==> src/rtl/led_bar_monitor_if.sv <==
// LED bar observation bus: the flasher-side master drives LED, the monitor slave reports
// decoded level, turns, run end and errors. Peak history signals exist only with PEAK_FIFO_EN.
interface led_bar_monitor_if #(
    parameter int WIDTH = 16,
    parameter int CNT_W = 8,
    parameter int LVL_W = $clog2(WIDTH + 1)
);
    logic [WIDTH-1:0] LED;
    logic [LVL_W-1:0] level;
    logic [1:0]       mon_state;
    logic             peak_valid;
    logic             trough_valid;
    logic [LVL_W-1:0] turn_level;
    logic             seq_done;
    logic [CNT_W-1:0] seq_peaks;
    logic             err_format;
    logic             err_step;
    logic [CNT_W-1:0] err_cnt;
`ifdef PEAK_FIFO_EN
    logic             hist_rd;
    logic [LVL_W-1:0] hist_data;
    logic             hist_empty;
    logic             hist_ovf;
`endif

    modport master (
        output LED,
`ifdef PEAK_FIFO_EN
        output hist_rd,
        input  hist_data, hist_empty, hist_ovf,
`endif
        input  level, mon_state, peak_valid, trough_valid, turn_level,
               seq_done, seq_peaks, err_format, err_step, err_cnt
    );

    modport slave (
        input  LED,
`ifdef PEAK_FIFO_EN
        input  hist_rd,
        output hist_data, hist_empty, hist_ovf,
`endif
        output level, mon_state, peak_valid, trough_valid, turn_level,
               seq_done, seq_peaks, err_format, err_step, err_cnt
    );
endinterface

==> src/rtl/led_bar_monitor.sv <==
// Passive thermometer-bar checker: registers LED, decodes level, tracks UP/DOWN runs,
// pulses on peaks/troughs/run end, flags bad bars and jumps. PEAK_FIFO_EN adds peak history.
module led_bar_monitor #(
    parameter int WIDTH       = 16,
    parameter int IDLE_CYCLES = 4,
    parameter int CNT_W       = 8
`ifdef PEAK_FIFO_EN
   ,parameter int FIFO_DEPTH  = 8
`endif
) (
    input  logic               clk,
    input  logic               reset,
    led_bar_monitor_if.slave   bus
);
    localparam int LVL_W = $clog2(WIDTH + 1);
    localparam int DW    = LVL_W + 1;
    localparam int IW    = $clog2(IDLE_CYCLES + 1);
    localparam logic [DW-1:0] D_ONE  = DW'(1);
    localparam logic [DW-1:0] D_MONE = {DW{1'b1}};

    typedef enum logic [1:0] {IDLE = 2'd0, UP = 2'd1, DOWN = 2'd2} state_t;

    logic [WIDTH-1:0] led_q;
    state_t           state_q, state_d;
    logic [LVL_W-1:0] level_q, level_d, turn_q, turn_d, n;
    logic [IW-1:0]    idle_q, idle_d;
    logic [CNT_W-1:0] run_pk_q, run_pk_d, seq_pk_q, seq_pk_d, err_q, err_d;
    logic             peak_q, peak_d, trough_q, trough_d, done_q, done_d;
    logic             fmt_q, fmt_d, step_q, step_d;
    logic             valid, pos, neg, big, err_inc;
    logic [DW-1:0]    delta;

    // A thermometer code plus one has no bits in common with itself (all-ones wraps to 0).
    assign valid = ((led_q & (led_q + WIDTH'(1))) == '0);

    always_comb begin
        n = '0;
        for (int i = 0; i < WIDTH; i++) n = n + LVL_W'(led_q[i]);
    end

    assign delta = {1'b0, n} - {1'b0, level_q};
    assign neg   = delta[DW-1];
    assign pos   = !delta[DW-1] && (delta != '0);
    assign big   = (pos && delta != D_ONE) || (neg && delta != D_MONE);

    always_comb begin
        state_d  = state_q;
        level_d  = level_q;
        turn_d   = turn_q;
        idle_d   = idle_q;
        run_pk_d = run_pk_q;
        seq_pk_d = seq_pk_q;
        err_d    = err_q;
        peak_d   = 1'b0;
        trough_d = 1'b0;
        done_d   = 1'b0;
        fmt_d    = 1'b0;
        step_d   = 1'b0;
        err_inc  = 1'b0;
        if (!valid) begin
            fmt_d   = 1'b1;
            err_inc = 1'b1;
        end else begin
            level_d = n;
            if (big) begin
                step_d  = 1'b1;
                err_inc = 1'b1;
            end
            if (n != '0) idle_d = '0;
            case (state_q)
                IDLE: if (pos) begin
                    state_d  = UP;
                    run_pk_d = '0;
                end
                UP: if (neg) begin
                    state_d = DOWN;
                    peak_d  = 1'b1;
                    turn_d  = level_q;
                    if (run_pk_q != '1) run_pk_d = run_pk_q + CNT_W'(1);
                end
                DOWN: begin
                    if (pos) begin
                        state_d  = UP;
                        trough_d = 1'b1;
                        turn_d   = level_q;
                    end else if (level_q == '0 && n == '0) begin
                        if (idle_q == IW'(IDLE_CYCLES - 1)) begin
                            state_d  = IDLE;
                            done_d   = 1'b1;
                            seq_pk_d = run_pk_q;
                            idle_d   = '0;
                        end else begin
                            idle_d = idle_q + IW'(1);
                        end
                    end
                end
                default: state_d = IDLE;
            endcase
        end
        if (err_inc && err_q != '1) err_d = err_q + CNT_W'(1);
    end

    always_ff @(posedge clk or negedge reset) begin
        if (!reset) begin
            led_q    <= '0;
            state_q  <= IDLE;
            level_q  <= '0;
            turn_q   <= '0;
            idle_q   <= '0;
            run_pk_q <= '0;
            seq_pk_q <= '0;
            err_q    <= '0;
            peak_q   <= 1'b0;
            trough_q <= 1'b0;
            done_q   <= 1'b0;
            fmt_q    <= 1'b0;
            step_q   <= 1'b0;
        end else begin
            led_q    <= bus.LED;
            state_q  <= state_d;
            level_q  <= level_d;
            turn_q   <= turn_d;
            idle_q   <= idle_d;
            run_pk_q <= run_pk_d;
            seq_pk_q <= seq_pk_d;
            err_q    <= err_d;
            peak_q   <= peak_d;
            trough_q <= trough_d;
            done_q   <= done_d;
            fmt_q    <= fmt_d;
            step_q   <= step_d;
        end
    end

    assign bus.level        = level_q;
    assign bus.mon_state    = state_q;
    assign bus.peak_valid   = peak_q;
    assign bus.trough_valid = trough_q;
    assign bus.turn_level   = turn_q;
    assign bus.seq_done     = done_q;
    assign bus.seq_peaks    = seq_pk_q;
    assign bus.err_format   = fmt_q;
    assign bus.err_step     = step_q;
    assign bus.err_cnt      = err_q;

`ifdef PEAK_FIFO_EN
    localparam int PW = $clog2(FIFO_DEPTH);

    logic [LVL_W-1:0] mem_q [FIFO_DEPTH];
    logic [PW-1:0]    rd_q, wr_q;
    logic [PW:0]      cnt_q;
    logic             ovf_q, pop, push_ok;

    // Pushed alongside the peak pulse so the entry is readable when peak_valid is seen.
    assign pop     = bus.hist_rd && (cnt_q != '0);
    assign push_ok = peak_d && ((cnt_q != (PW+1)'(FIFO_DEPTH)) || pop);

    always_ff @(posedge clk or negedge reset) begin
        if (!reset) begin
            rd_q  <= '0;
            wr_q  <= '0;
            cnt_q <= '0;
            ovf_q <= 1'b0;
        end else begin
            if (pop) rd_q <= rd_q + PW'(1);
            if (push_ok) wr_q <= wr_q + PW'(1);
            if (push_ok && !pop) cnt_q <= cnt_q + (PW+1)'(1);
            else if (pop && !push_ok) cnt_q <= cnt_q - (PW+1)'(1);
            if (peak_d && !push_ok) ovf_q <= 1'b1;
        end
    end

    always_ff @(posedge clk) begin
        if (push_ok) mem_q[wr_q] <= turn_d;
    end

    assign bus.hist_data  = mem_q[rd_q];
    assign bus.hist_empty = (cnt_q == '0);
    assign bus.hist_ovf   = ovf_q;
`endif
endmodule
==> src/flat_wrapper.sv <==
// flat-port wrapper written by rule: the top's interface ports become plain ports
module led_bar_monitor_flat 
#(
    parameter int WIDTH       = 16,
    parameter int IDLE_CYCLES = 4,
    parameter int CNT_W       = 8

)
  (clk, reset, bus_LED, bus_level, bus_mon_state, bus_peak_valid, bus_trough_valid, bus_turn_level, bus_seq_done, bus_seq_peaks, bus_err_format, bus_err_step, bus_err_cnt);
  led_bar_monitor_if #(.WIDTH(WIDTH), .CNT_W(CNT_W)) bus_i ();
  input  logic clk;
  input  logic reset;
  input wire logic [$bits(bus_i.LED)-1:0] bus_LED;
  output wire logic [$bits(bus_i.level)-1:0] bus_level;
  output wire logic [$bits(bus_i.mon_state)-1:0] bus_mon_state;
  output wire logic [$bits(bus_i.peak_valid)-1:0] bus_peak_valid;
  output wire logic [$bits(bus_i.trough_valid)-1:0] bus_trough_valid;
  output wire logic [$bits(bus_i.turn_level)-1:0] bus_turn_level;
  output wire logic [$bits(bus_i.seq_done)-1:0] bus_seq_done;
  output wire logic [$bits(bus_i.seq_peaks)-1:0] bus_seq_peaks;
  output wire logic [$bits(bus_i.err_format)-1:0] bus_err_format;
  output wire logic [$bits(bus_i.err_step)-1:0] bus_err_step;
  output wire logic [$bits(bus_i.err_cnt)-1:0] bus_err_cnt;
  assign bus_i.LED = bus_LED;
  assign bus_level = bus_i.level;
  assign bus_mon_state = bus_i.mon_state;
  assign bus_peak_valid = bus_i.peak_valid;
  assign bus_trough_valid = bus_i.trough_valid;
  assign bus_turn_level = bus_i.turn_level;
  assign bus_seq_done = bus_i.seq_done;
  assign bus_seq_peaks = bus_i.seq_peaks;
  assign bus_err_format = bus_i.err_format;
  assign bus_err_step = bus_i.err_step;
  assign bus_err_cnt = bus_i.err_cnt;
  led_bar_monitor #(.WIDTH(WIDTH), .IDLE_CYCLES(IDLE_CYCLES), .CNT_W(CNT_W)) u_core (.clk(clk), .reset(reset), .bus(bus_i));
endmodule
==> config.mk <==
export PLATFORM = sky130hd
export DESIGN_NAME = led_bar_monitor_flat
export DESIGN_NICKNAME = d
export VERILOG_FILES = /design/src/rtl/led_bar_monitor_if.sv /design/src/rtl/led_bar_monitor.sv /design/src/flat_wrapper.sv
export SDC_FILE = /design/constraint.sdc
export NUM_CORES = 1
export LEC_CHECK = 0
export BUFFER_PORTS_ARGS = -buffer_cell sky130_fd_sc_hd__buf_2
export CAP_MARGIN = 0
export CORE_ASPECT_RATIO = 1.4
export CORE_MARGIN = 2
export CORE_UTILIZATION = 51
export DETAILED_ROUTE_END_ITERATION = 12
export PLACE_DENSITY = 0.82
export SLEW_MARGIN = 20
export SYNTH_ARGS = -nofsm -noshare
export SYNTH_HDL_FRONTEND = slang
export SYNTH_SLANG_ARGS = --single-unit
==> constraint.sdc <==
create_clock -name clk -period 5.6 [get_ports clk]
set_input_delay 0.28 -clock clk [delete_from_list [all_inputs] [get_ports clk]]
set_output_delay 0.28 -clock clk [all_outputs]
set_load 0.01 [all_outputs]
==> qor.csv <==
stage;metric;value;unit
route;drt initial violations;122;
run_status;violated checks;negative setup slack;
timing;Slew @ Worst Pin;0.7766;ns
placement;quantity of I/O buffers inserted on ports;50;
clocking;TritonCTS Buffers;9;
setup_path;critical-path maximum fanout;3;
timing;Setup Viol. Count Final;4;
clocking;CTS sink count;60;
global_routing;global-route wire length before repair;11.03;mm
setup_path;Slowest Stage Delay on Critical Path;0.55;ns
finish;Layout Nets;409;
finish;non-filler cells, final;442;
global_routing;GRT Util Overall;20.24;%
route;Avg WL per Cell;15.66;µm
timing;Hold Vio Cnt, Final;0;
finish;commonest cells after routing, fill and taps aside;dfrtp_1, buf_2, inv_1;
yosys;Yosys top cell by area;dfrtp_1;
pwr;Pwr Density;489.1;nW/µm²
yosys;Area contributors post-synth;dfrtp_1, fa_1, ha_1;
timing;skew final;0.01217;ns
yosys;ys async rst share;100.0;%
timing;Total Neg Setup Slack;-0.05284;ns
yosys;Post-Syn Instances;290;
route;Final Routed Wirelength;6.920;mm
timing;Slew Limit Fails;0;
route;DR vias/cell;5.618;
timing;RSZ-0062 raised after global routing;yes;
setup_path;Worst path slowest cell;or4_4;
setup_path;Data required, critical path;5.83;ns
setup_path;Crit. Startpoint;u_core.led_q[1]$_DFF_PN0_;
yosys;synthesized flop and latch total;60;
floorplan;Rows;34;
finish;post-route cell area;4091;µm²
clocking;Clock Path Buffers;2;
route;# DRC;0;
yosys;Syn Nets;334;
run;Max-cap violations;0;
floorplan;Starting Density;52.37;%
setup_path;cells traversed along the worst timing path;ha_1 > fa_1 > fa_1 > fa_1 > fa_1 > inv_2 > fa_2 > inv_2 > fa_2 > fa_2 > xor2_1 > or3_1 > or4_4 > a21oi_4 > nor2b_2 > mux2_4;
setup_path;Crit path max-delay family;adder cells;
route;drt first pass iters;4;
timing;setup slack after layout;-0.02700;ns
floorplan;die area;6996;µm²
setup_path;WP buf/inv;2;
placement;Post-DP Area;3651;µm²
global_routing;initial antenna violation count;0;
clocking;hold buffers post-CTS;0;
yosys;Synth Flop Type;dfrtp_1;
yosys;post-synth top area share;46.48;%
yosys;library cells used by synthesis;57;
placement;DP Cell Count;418;
global_routing;largest net degree at the start of global routing;61;
timing;Tcrit/Tclk final;100.5;%
setup_path;worst r2r src;u_core.led_q[1]$_DFF_PN0_;
setup_path;Crit Path Class;reg -> reg;
clocking;H-tree lvl count;3;
yosys;Seq/Total Area, Yosys;46.48;%
placement;GP Congestion;0.8572;
yosys;syn_area_per_cell;11.14;µm²
route;post-route ant nets;0;
setup_path;CP Capture Type;register;
pwr;Worst VDD drop;0.0002754;V
clocking;CTS tree;done;
floorplan;chip width;71.27;µm
finish;share of post-route cells with drive strength above 1;34.05;%
placement;HPWL after DPL;4.735;mm
yosys;Post-synth EDFFs;0;
global_routing;vias in the first global route;2435;
floorplan;Core Area;6168;µm²
clocking;clock-pin slew on the worst setup and hold paths;0.06;ns
finish;synth-to-layout area growth;26.65;%
finish;commonest non-fill, non-tap cell in the layout;dfrtp_1;
yosys;Yosys Warn Count;0;
setup_path;critical path arrival;5.86;ns
floorplan;I/O pins;51;
hold_path;Hold Path Class;in -> reg;
hold_path;worst hold start;bus_LED[10];
pwr;Leak;0.002087;µW
pwr;Tot Pwr;2001;µW
global_routing;GR Overflow Total;0;
run_status;status;complete, but fails checks;
timing;Rel. slew slack;48.19;%
setup_path;Most common cell on crit path;fa_1;
clocking;Clock Root Buffer;clkbuf_8;
setup_path;critical path startpoint category;register;
finish;Diodes inserted;0;
route;via count;2483;
timing;Final min period;5.627;ns
timing;Max Clock Freq;0.1777;GHz
floorplan;Die Y;98.17;µm
clocking;worst skew pair latency;0.35;ns
yosys;synthesized area;3231;µm²
-- stage by stage --
stage	util (%)	hold WS, ns	worst slack, ns
after floorplan	-	-0.01559	-0.004320
after global placement	59.19	0.3871	0.05397
after detailed placement	59.19	0.3893	-0.1265
after CTS	64.08	0.02653	-0.001853
after global routing	66.33	0.02055	-0.1783
final	66.33	0.03653	-0.02700
-- routing by layer --
layer	wire length, µm	track usage [%]	vias to the layer above
li1	-	-	1162
met1	2604	22.08	1223
met2	3758	35.61	75
met3	313	5.779	23
met4	244	9.289	0
met5	0	0	-
-- kinds of logic after synthesis --
kind of cell               count (synthesis)  synth area share (%)
and+or+nand+nor                           99                 17.55
AOI/OAI and AO/OA                         44                 10.46
adders and majority gates                 26                 12.63
muxes                                     14                 4.996
xor gates and xnor gates                  12                 3.486
DFF                                       60                 46.48
buffers and inverters                     35                 4.415
-- final cells by class --
type                            instances  area [µm²]
Fill cell                             477        2077
Multi-Input combinational cell        195        1725
Sequential cell                        60        1501
Timing Repair Buffer                   67       389.1
Clock inverter                          7       138.9
Clock buffer                            9       123.9
Inverter                               32       122.6
Tap cell                               72       90.09
-- where the power goes --
part / internal, µW / switching [µW]
Clock: 340 / 176
Sequential: 459 / 36.8
Combinational: 451 / 539
Total: 1250 / 752
-- Yosys cell counts (6+ instances only) --
| cell | instances |
|---|---|
| dfrtp_1 | 60 |
| ha_1 | 15 |
| nand2_1 | 22 |
| nor2_1 | 21 |
| inv_1 | 31 |
| mux2_1 | 8 |
| and3_1 | 6 |
| fa_1 | 11 |
| nand4_1 | 6 |
| xor2_1 | 8 |
| nand3_1 | 10 |
| a21oi_1 | 9 |
| o21ai_0 | 11 |
-- registers in the layout (all words and copies together), names as in the netlist --
signal and cells:
u_core.idle_q 3, u_core.bus.level 5, u_core.bus.err_cnt 8, u_core.bus.seq_peaks 8
u_core.bus.err_step 1, u_core.bus.peak_valid 1, u_core.bus.seq_done 1, u_core.led_q 16
u_core.bus.turn_level 5, u_core.bus.mon_state 2, u_core.run_pk_q 8, u_core.bus.trough_valid 1
u_core.bus.err_format 1
-- worst paths after layout --
kind / end / slack (ns) / cells past startpoint
setup reg to reg: u_core.bus.err_cnt[1]$_DFFE_PN0P_ / -0.03 / 16
setup / recovery: u_core.bus.err_cnt[1]$_DFFE_PN0P_ / -0.03 / 16
hold reg to reg: u_core.bus.err_cnt[7]$_DFFE_PN0P_ / 0.50 / 1
min in group asynchronous: u_core.bus.turn_level[2]$_DFFE_PN0P_ / 0.06 / 2
hold / removal: u_core.led_q[10]$_DFF_PN0_ / 0.04 / 1
max in group asynchronous: u_core.led_q[11]$_DFF_PN0_ / 5.03 / 2
-- repair_timing --
item | in CTS | in global routing
endpoints found under the setup margin | 20 | 29
pin swaps | 4 | 14
resized for setup | 3 | 27
endpoints found under the hold margin | 0 | 0
buffers inserted | 4 | 4
Power figures use the tool's default switching activity.
